[src/rtl/rv32_pipe_controller.sv]
// RV32I pipeline control: decodes the ID instruction into a control word held in an ID/EX register.
// Latency: instruction accepted at edge N drives its EX controls after edge N; pc_sel/flush are combinational.
// Backpressure: i_ex_stall holds ID/EX (ready=0); a load-use hazard drops ready and inserts a bubble.
//
// Ports: clk/rst (async active-high); i_inst_valid/i_inst/o_id_ready = ID handshake;
//        i_ex_stall = hold EX; i_br_eq/i_br_lt = EX comparator flags; o_pc_sel/o_flush =
//        redirect; o_* remaining = EX control word and register indices; o_illegal = undecodable.
module rv32_pipe_controller #(
    parameter int REG_ADDR_W = 5,
    parameter int EN_JUMPS   = 1,
    parameter int EN_HAZARD  = 1
) (
    input  logic                  clk,
    input  logic                  rst,
    input  logic                  i_inst_valid,
    input  logic [31:0]           i_inst,
    output logic                  o_id_ready,
    input  logic                  i_ex_stall,
    input  logic                  i_br_eq,
    input  logic                  i_br_lt,
    output logic                  o_ex_valid,
    output logic                  o_pc_sel,
    output logic                  o_flush,
    output logic [2:0]            o_imm_sel,
    output logic                  o_br_un,
    output logic                  o_a_sel,
    output logic                  o_b_sel,
    output logic [3:0]            o_alu_sel,
    output logic                  o_mem_rw,
    output logic                  o_reg_wen,
    output logic [1:0]            o_wb_sel,
    output logic [2:0]            o_mem_funct3,
    output logic [REG_ADDR_W-1:0] o_rd,
    output logic [REG_ADDR_W-1:0] o_rs1,
    output logic [REG_ADDR_W-1:0] o_rs2,
    output logic                  o_illegal
);
    localparam int REG_N = 1 << REG_ADDR_W;

    // ID field extraction
    logic [6:0] opc;
    logic [2:0] f3;
    logic [6:0] f7;
    logic [4:0] rd_f, rs1_f, rs2_f;
    assign opc   = i_inst[6:0];
    assign rd_f  = i_inst[11:7];
    assign f3    = i_inst[14:12];
    assign rs1_f = i_inst[19:15];
    assign rs2_f = i_inst[24:20];
    assign f7    = i_inst[31:25];

    // ID decode
    logic       d_illegal, d_load, d_branch, d_jump, d_a, d_b, d_mem_rw, d_wr, d_use1, d_use2;
    logic [2:0] d_imm;
    logic [3:0] d_alu;
    logic [1:0] d_wb;
    logic       d_reg_wen;
    int         rd_i, rs1_i, rs2_i;

    always_comb begin
        d_illegal = 1'b0;
        d_load    = 1'b0;
        d_branch  = 1'b0;
        d_jump    = 1'b0;
        d_a       = 1'b0;
        d_b       = 1'b1;
        d_mem_rw  = 1'b0;
        d_wr      = 1'b0;
        d_use1    = 1'b0;
        d_use2    = 1'b0;
        d_imm     = 3'd0;
        d_alu     = 4'd0;
        d_wb      = 2'd1;
        rd_i      = int'(rd_f);
        rs1_i     = int'(rs1_f);
        rs2_i     = int'(rs2_f);
        case (opc)
            7'b0110011, 7'b0010011: begin           // R-type / I-type ALU
                d_b    = (opc == 7'b0010011);
                d_wr   = 1'b1;
                d_use1 = 1'b1;
                d_use2 = (opc == 7'b0110011);
                case (f3)
                    3'd0: d_alu = (d_use2 && f7[5]) ? 4'd1 : 4'd0;
                    3'd1: d_alu = 4'd2;
                    3'd2: d_alu = 4'd3;
                    3'd3: d_alu = 4'd4;
                    3'd4: d_alu = 4'd5;
                    3'd5: d_alu = f7[5] ? 4'd7 : 4'd6;
                    3'd6: d_alu = 4'd8;
                    default: d_alu = 4'd9;
                endcase
                // funct7 only meaningful for R-type and immediate shifts
                if (d_use2)
                    d_illegal = !(f7 == 7'h00 || (f7 == 7'h20 && (f3 == 3'd0 || f3 == 3'd5)));
                else if (f3 == 3'd1)
                    d_illegal = (f7 != 7'h00);
                else if (f3 == 3'd5)
                    d_illegal = !(f7 == 7'h00 || f7 == 7'h20);
            end
            7'b0000011: begin                       // loads
                d_load    = 1'b1;
                d_wr      = 1'b1;
                d_use1    = 1'b1;
                d_wb      = 2'd0;
                d_illegal = (f3 == 3'd3) || (f3 == 3'd6) || (f3 == 3'd7);
            end
            7'b0100011: begin                       // stores
                d_mem_rw  = 1'b1;
                d_use1    = 1'b1;
                d_use2    = 1'b1;
                d_imm     = 3'd1;
                d_illegal = (f3 > 3'd2);
            end
            7'b1100011: begin                       // branches: ALU forms PC + imm
                d_branch  = 1'b1;
                d_a       = 1'b1;
                d_use1    = 1'b1;
                d_use2    = 1'b1;
                d_imm     = 3'd2;
                d_illegal = (f3 == 3'd2) || (f3 == 3'd3);
            end
            7'b1101111: begin                       // jal
                d_jump = 1'b1;
                d_a    = 1'b1;
                d_wr   = 1'b1;
                d_imm  = 3'd4;
                d_wb   = 2'd2;
                d_illegal = (EN_JUMPS == 0);
            end
            7'b1100111: begin                       // jalr
                d_jump = 1'b1;
                d_wr   = 1'b1;
                d_use1 = 1'b1;
                d_wb   = 2'd2;
                d_illegal = (EN_JUMPS == 0) || (f3 != 3'd0);
            end
            7'b0110111: begin                       // lui
                d_wr  = 1'b1;
                d_imm = 3'd3;
                d_alu = 4'd10;
                d_illegal = (EN_JUMPS == 0);
            end
            7'b0010111: begin                       // auipc
                d_wr  = 1'b1;
                d_a   = 1'b1;
                d_imm = 3'd3;
                d_illegal = (EN_JUMPS == 0);
            end
            default: d_illegal = 1'b1;
        endcase
        // register indices beyond the implemented file (RV32E) are undecodable
        if ((d_wr && rd_i >= REG_N) || (d_use1 && rs1_i >= REG_N) || (d_use2 && rs2_i >= REG_N))
            d_illegal = 1'b1;
    end

    assign d_reg_wen = d_wr && (rd_f != 5'd0) && !d_illegal;

    // ID/EX register
    logic                  ex_valid, ex_illegal, ex_load, ex_branch, ex_jump;
    logic                  ex_a, ex_b, ex_mem_rw, ex_reg_wen;
    logic [2:0]            ex_imm, ex_f3;
    logic [3:0]            ex_alu;
    logic [1:0]            ex_wb;
    logic [REG_ADDR_W-1:0] ex_rd, ex_rs1, ex_rs2;

    // Branch resolution from EX contents and live comparator flags
    logic br_cond, taken, hazard;
    always_comb begin
        case (ex_f3)
            3'd0:       br_cond = i_br_eq;
            3'd1:       br_cond = !i_br_eq;
            3'd4, 3'd6: br_cond = i_br_lt;
            default:    br_cond = !i_br_lt;
        endcase
    end

    assign taken    = ex_valid && ((ex_branch && br_cond) || ex_jump);
    assign o_pc_sel = taken && !i_ex_stall;
    assign o_flush  = o_pc_sel;

    // Load-use: EX load writing a register the ID instruction reads
    assign hazard = (EN_HAZARD != 0) && i_inst_valid && ex_valid && ex_load && (ex_rd != '0) &&
                    ((d_use1 && (rs1_f[REG_ADDR_W-1:0] == ex_rd)) ||
                     (d_use2 && (rs2_f[REG_ADDR_W-1:0] == ex_rd)));

    // A taken redirect overrides the hazard: the ID instruction is consumed and dropped
    assign o_id_ready = !rst && i_inst_valid && !i_ex_stall && (o_pc_sel || !hazard);

    always_ff @(posedge clk or posedge rst) begin
        if (rst) begin
            ex_valid   <= 1'b0;
            ex_illegal <= 1'b0;
            ex_load    <= 1'b0;
            ex_branch  <= 1'b0;
            ex_jump    <= 1'b0;
            ex_a       <= 1'b0;
            ex_b       <= 1'b0;
            ex_mem_rw  <= 1'b0;
            ex_reg_wen <= 1'b0;
            ex_imm     <= 3'd0;
            ex_f3      <= 3'd0;
            ex_alu     <= 4'd0;
            ex_wb      <= 2'd0;
            ex_rd      <= '0;
            ex_rs1     <= '0;
            ex_rs2     <= '0;
        end else if (!i_ex_stall) begin
            ex_valid   <= i_inst_valid && !hazard && !o_pc_sel;
            ex_illegal <= d_illegal;
            ex_load    <= d_load && !d_illegal;
            ex_branch  <= d_branch && !d_illegal;
            ex_jump    <= d_jump && !d_illegal;
            ex_a       <= d_a;
            ex_b       <= d_b;
            ex_mem_rw  <= d_mem_rw && !d_illegal;
            ex_reg_wen <= d_reg_wen;
            ex_imm     <= d_imm;
            ex_f3      <= f3;
            ex_alu     <= d_alu;
            ex_wb      <= d_wb;
            ex_rd      <= rd_f[REG_ADDR_W-1:0];
            ex_rs1     <= rs1_f[REG_ADDR_W-1:0];
            ex_rs2     <= rs2_f[REG_ADDR_W-1:0];
        end
    end

    assign o_ex_valid   = ex_valid;
    assign o_imm_sel    = ex_imm;
    assign o_br_un      = ex_branch && ex_f3[1];
    assign o_a_sel      = ex_a;
    assign o_b_sel      = ex_b;
    assign o_alu_sel    = ex_alu;
    assign o_mem_rw     = ex_valid && ex_mem_rw;
    assign o_reg_wen    = ex_valid && ex_reg_wen;
    assign o_wb_sel     = ex_wb;
    assign o_mem_funct3 = ex_f3;
    assign o_rd         = ex_rd;
    assign o_rs1        = ex_rs1;
    assign o_rs2        = ex_rs2;
    assign o_illegal    = ex_valid && ex_illegal;
endmodule

[config.mk]
export PLATFORM = sky130hd
export DESIGN_NAME = rv32_pipe_controller
export DESIGN_NICKNAME = d
export VERILOG_FILES = /design/src/rtl/rv32_pipe_controller.sv
export SDC_FILE = /design/constraint.sdc
export NUM_CORES = 1
export LEC_CHECK = 0
export ABC_AREA = 1
export CORE_UTILIZATION = 42
export CTS_CLUSTER_DIAMETER = 40
export DETAILED_ROUTE_END_ITERATION = 8
export GPL_TIMING_DRIVEN = 0
export PLACE_DENSITY_LB_ADDON = 0.1
export SLEW_MARGIN = 20
export SYNTH_ARGS = -nofsm -noshare
export SYNTH_HDL_FRONTEND = slang
export SYNTH_SLANG_ARGS = --single-unit
[constraint.sdc]
create_clock -name clk -period 4.2 [get_ports clk]
set_input_delay 0.63 -clock clk [delete_from_list [all_inputs] [get_ports clk]]
set_output_delay 0.63 -clock clk [all_outputs]
set_load 0.02 [all_outputs]
==> flow_summary_export.csv <==
group,metric,value,unit
final_layout,mostFrequentLayoutCell,"nand2_1",
critical_path,worst_ep_required_time,3.57,ns
yosys,yosysWarnings,0,
cts,clk_latency,0.28,ns
die,die_y,73.3,µm
die,placementRows,25,
power,clkPwrFrac,0.301,
drt,wl_per_cell,11.8,µm
die,core,0.00482,mm²
final_layout,drive_above_1_share,0.104,
yosys,yosysUniqueCellTypes,28,
yosys,synth_area_per_cell,7.01,µm²
critical_path,setup.worst_path.start_class,"input pin",
sta,hold_viol,0,
power,switching_share,0.283,
drt,drt_wl_total,5.33,mm
final_layout,fillCellCount,467,
cts,ctsResizeCount,0,
drt,ant_nets,0,
grt,grt_overflow,0,
sta,drv_slew,0,
yosys,syn_area,0.00213,mm²
critical_path,path_max_fanout,3,
cts,post_cts_buffers,0,
cts,cts_tree,"yes",
final_layout,nNetsFinal,422,
drt,dr.first_iter.drc_count,68,
sta,rsz0062_at_grt,"false",
yosys,synthArstFlopShare,1.00,
sta,min_period,3.18,ns
critical_path,crit_arrival,2.55,ns
flow_run,max_cap_violations,0,
final_layout,areaGrowthSynthToFinish,42.4,%
yosys,ys_seq_area_frac,0.423,
yosys,synthCells,304,
grt,grt_pass1_vias,2090,
power,pwr-share-comb,0.233,
yosys,synthesis.nets,342,
final_layout,mostFrequentLayoutCells,"nand2_1, clkdlybuf4s50_1, dfrtp_1",
sta,finalClockSkew,0.00113,ns
power,vdd_ir_drop_max,0.000105,V
die,design.die.area,0.00537,mm²
sta,maxClockFrequency,0.314,GHz
placed_design,place_hpwl,4.17,mm
final_layout,final_util,0.630,
die,die_w,73.3,µm
placed_design,numPortBuffers,73,
final_layout,n_antenna_cell,0,
power,switching_power,0.234,mW
die,start_util,0.443,
grt,grt_start_max_net_pins,38,
sta,tightest_slew,0.767,ns
drt,dr.pass1.iters,4,
critical_path,crit_path_end_kind,"output pin",
cts,ctsRootBufferMaster,"clkbuf_8",
cts,clock-sinks,36,
critical_path,critPathMaxStageDelay,0.62,ns
critical_path,crit_type,"in2out",
yosys,synth_edf_count,0,
drt,vias,2154,
grt,gr-usage-all-layers,0.220,
sta,post-route-period-util,0.757,
cts,clk_pin_slew,0.07,ns
drt,viasPerCell,4.77,
power,p_seq_frac,0.466,
critical_path,cp_top_family,"buffers and inverters",
grt,grt_antenna_before_repair,0,
sta,finalSetupViolations,0,
power,power.density,272,mW/mm²
grt,grt_pass1_wl,8.95,mm
placed_design,gp_congestion,0.917,
sta,fin_setup_tns,0,ns
sta,slew_headroom,0.488,
critical_path,r2r_setup_slack,2.92,ns
run_status,status,"completed",
power,leakage,1.58,nW
critical_path,crit_slowest_cell,"clkdlybuf4s50_1",
cts,numCtsBuffers,5,
drt,drc_errors,0,
die,io_pins,75,
yosys,ys_ff_latch,36,
worst_hold_path,hp-class,"reg2reg",
yosys,ys.flop_type,"dfrtp_1",
cts,htreeDepth,2,
power,p_int,0.592,mW
cts,cts_buffer_depth,2,
critical_path,critical_path_buf_inv_count,4,
cts,hold_buffers,0,
critical_path,path_cells,"clkdlybuf4s50_1 > inv_1 > nand2_2 > inv_2 > nand2_1 > nand2_1 > nand3_1 > a21oi_1 > a21oi_1 > clkdlybuf4s50_1",
[cell usage after synthesis, types with 3 or more instances]
library cell / n / area share
nand2_1: 116 / 0.20
dfrtp_1: 36 / 0.42
inv_1: 31 / 0.055
nand3_1: 21 / 0.049
nor2_1: 20 / 0.035
o21ai_0: 18 / 0.042
inv_2: 9 / 0.016
nand2_2: 8 / 0.023
xnor2_1: 6 / 0.025
a21oi_1: 5 / 0.012
clkbuf_1: 5 / 0.0088
nand4_1: 4 / 0.012
nor2_2: 4 / 0.012
nor2_4: 3 / 0.016
[state kept, by name, indices dropped and copies added (netlist names), 2 cells and up]
| name | count |
|---|---|
| o_imm_sel | 3 |
| o_wb_sel | 2 |
| o_rs1 | 5 |
| o_rs2 | 5 |
| o_mem_funct3 | 3 |
| o_rd | 5 |
| o_alu_sel | 4 |
[power groups by stage]
stage | clock network [mW] | registers (mW) | logic [mW]
floorplan | 0 | 0.410 | 0.0747
global placement | 0 | 0.391 | 0.190
detailed placement | 0 | 0.391 | 0.193
CTS | 0.254 | 0.385 | 0.194
global route | 0.266 | 0.387 | 0.213
finish | 0.248 | 0.384 | 0.193
[routing by layer]
| metal | GRT usage | vias to the layer above | share of wire | wire [µm] |
|---|---|---|---|---|
| li1 | - | 1102 | - | - |
| met1 | 0.267 | 989 | 0.44 | 2340 |
| met2 | 0.386 | 56 | 0.51 | 2690 |
| met3 | 0.0384 | 7 | 0.044 | 233 |
| met4 | 0.0850 | 0 | 0.013 | 69 |
| met5 | 0 | - | 0 | 0 |
[tightest hold or removal path, cell delays in order, from the launching register on]
cell and delay, ns:
dfrtp_1 0.34, nand2_1 0.05, nand2_1 0.05
[final cells by class]
cell class | count | area (µm²) | share of cell area
inverter | 41 | 154 | 0.0507
clock buffer | 8 | 90.1 | 0.0297
timing repair buffer | 73 | 731 | 0.241
sequential | 36 | 901 | 0.297
tap | 67 | 83.8 | 0.0276
multi-input combinational | 219 | 1040 | 0.343
buffer | 8 | 36.3 | 0.0119
[kinds of logic after synthesis]
logic type,synth area share
buffers and inverters,0.0892
XOR/XNOR,0.0288
AND/OR/NAND/NOR,0.392
flip-flops,0.423
AO/OA/AOI/OAI,0.0675
[metrics by stage]
| stage | std cells | hold WS, ns | power, mW | setup WS [ns] | area [µm²] |
|---|---|---|---|---|---|
| finish | 452 | 0.478 | 0.825 | 1.02 | 3040 |
| global route | 452 | 0.499 | 0.866 | 0.883 | 3040 |
| CTS | 452 | 0.481 | 0.832 | 1.03 | 3040 |
| detailed placement | 444 | 0.464 | 0.584 | 1.04 | 2950 |
| global placement | 444 | 0.462 | 0.581 | 0.570 | 2950 |
| floorplan | 304 | 0.446 | 0.485 | 1.69 | 2130 |
[final timing paths]
kind / end / from / depth (start not counted)
max reg2reg: o_ex_valid / o_mem_funct3[0] / 8
min reg2reg: o_rs2[1] / o_rs2[1] / 2
min in group asynchronous: o_rs1[1] / rst / 2
min: o_rs2[1] / o_rs2[1] / 2
max in group asynchronous: ex_mem_rw / rst / 2
max: o_id_ready / i_inst[4] / 10
Power figures use the tool's default switching activity.
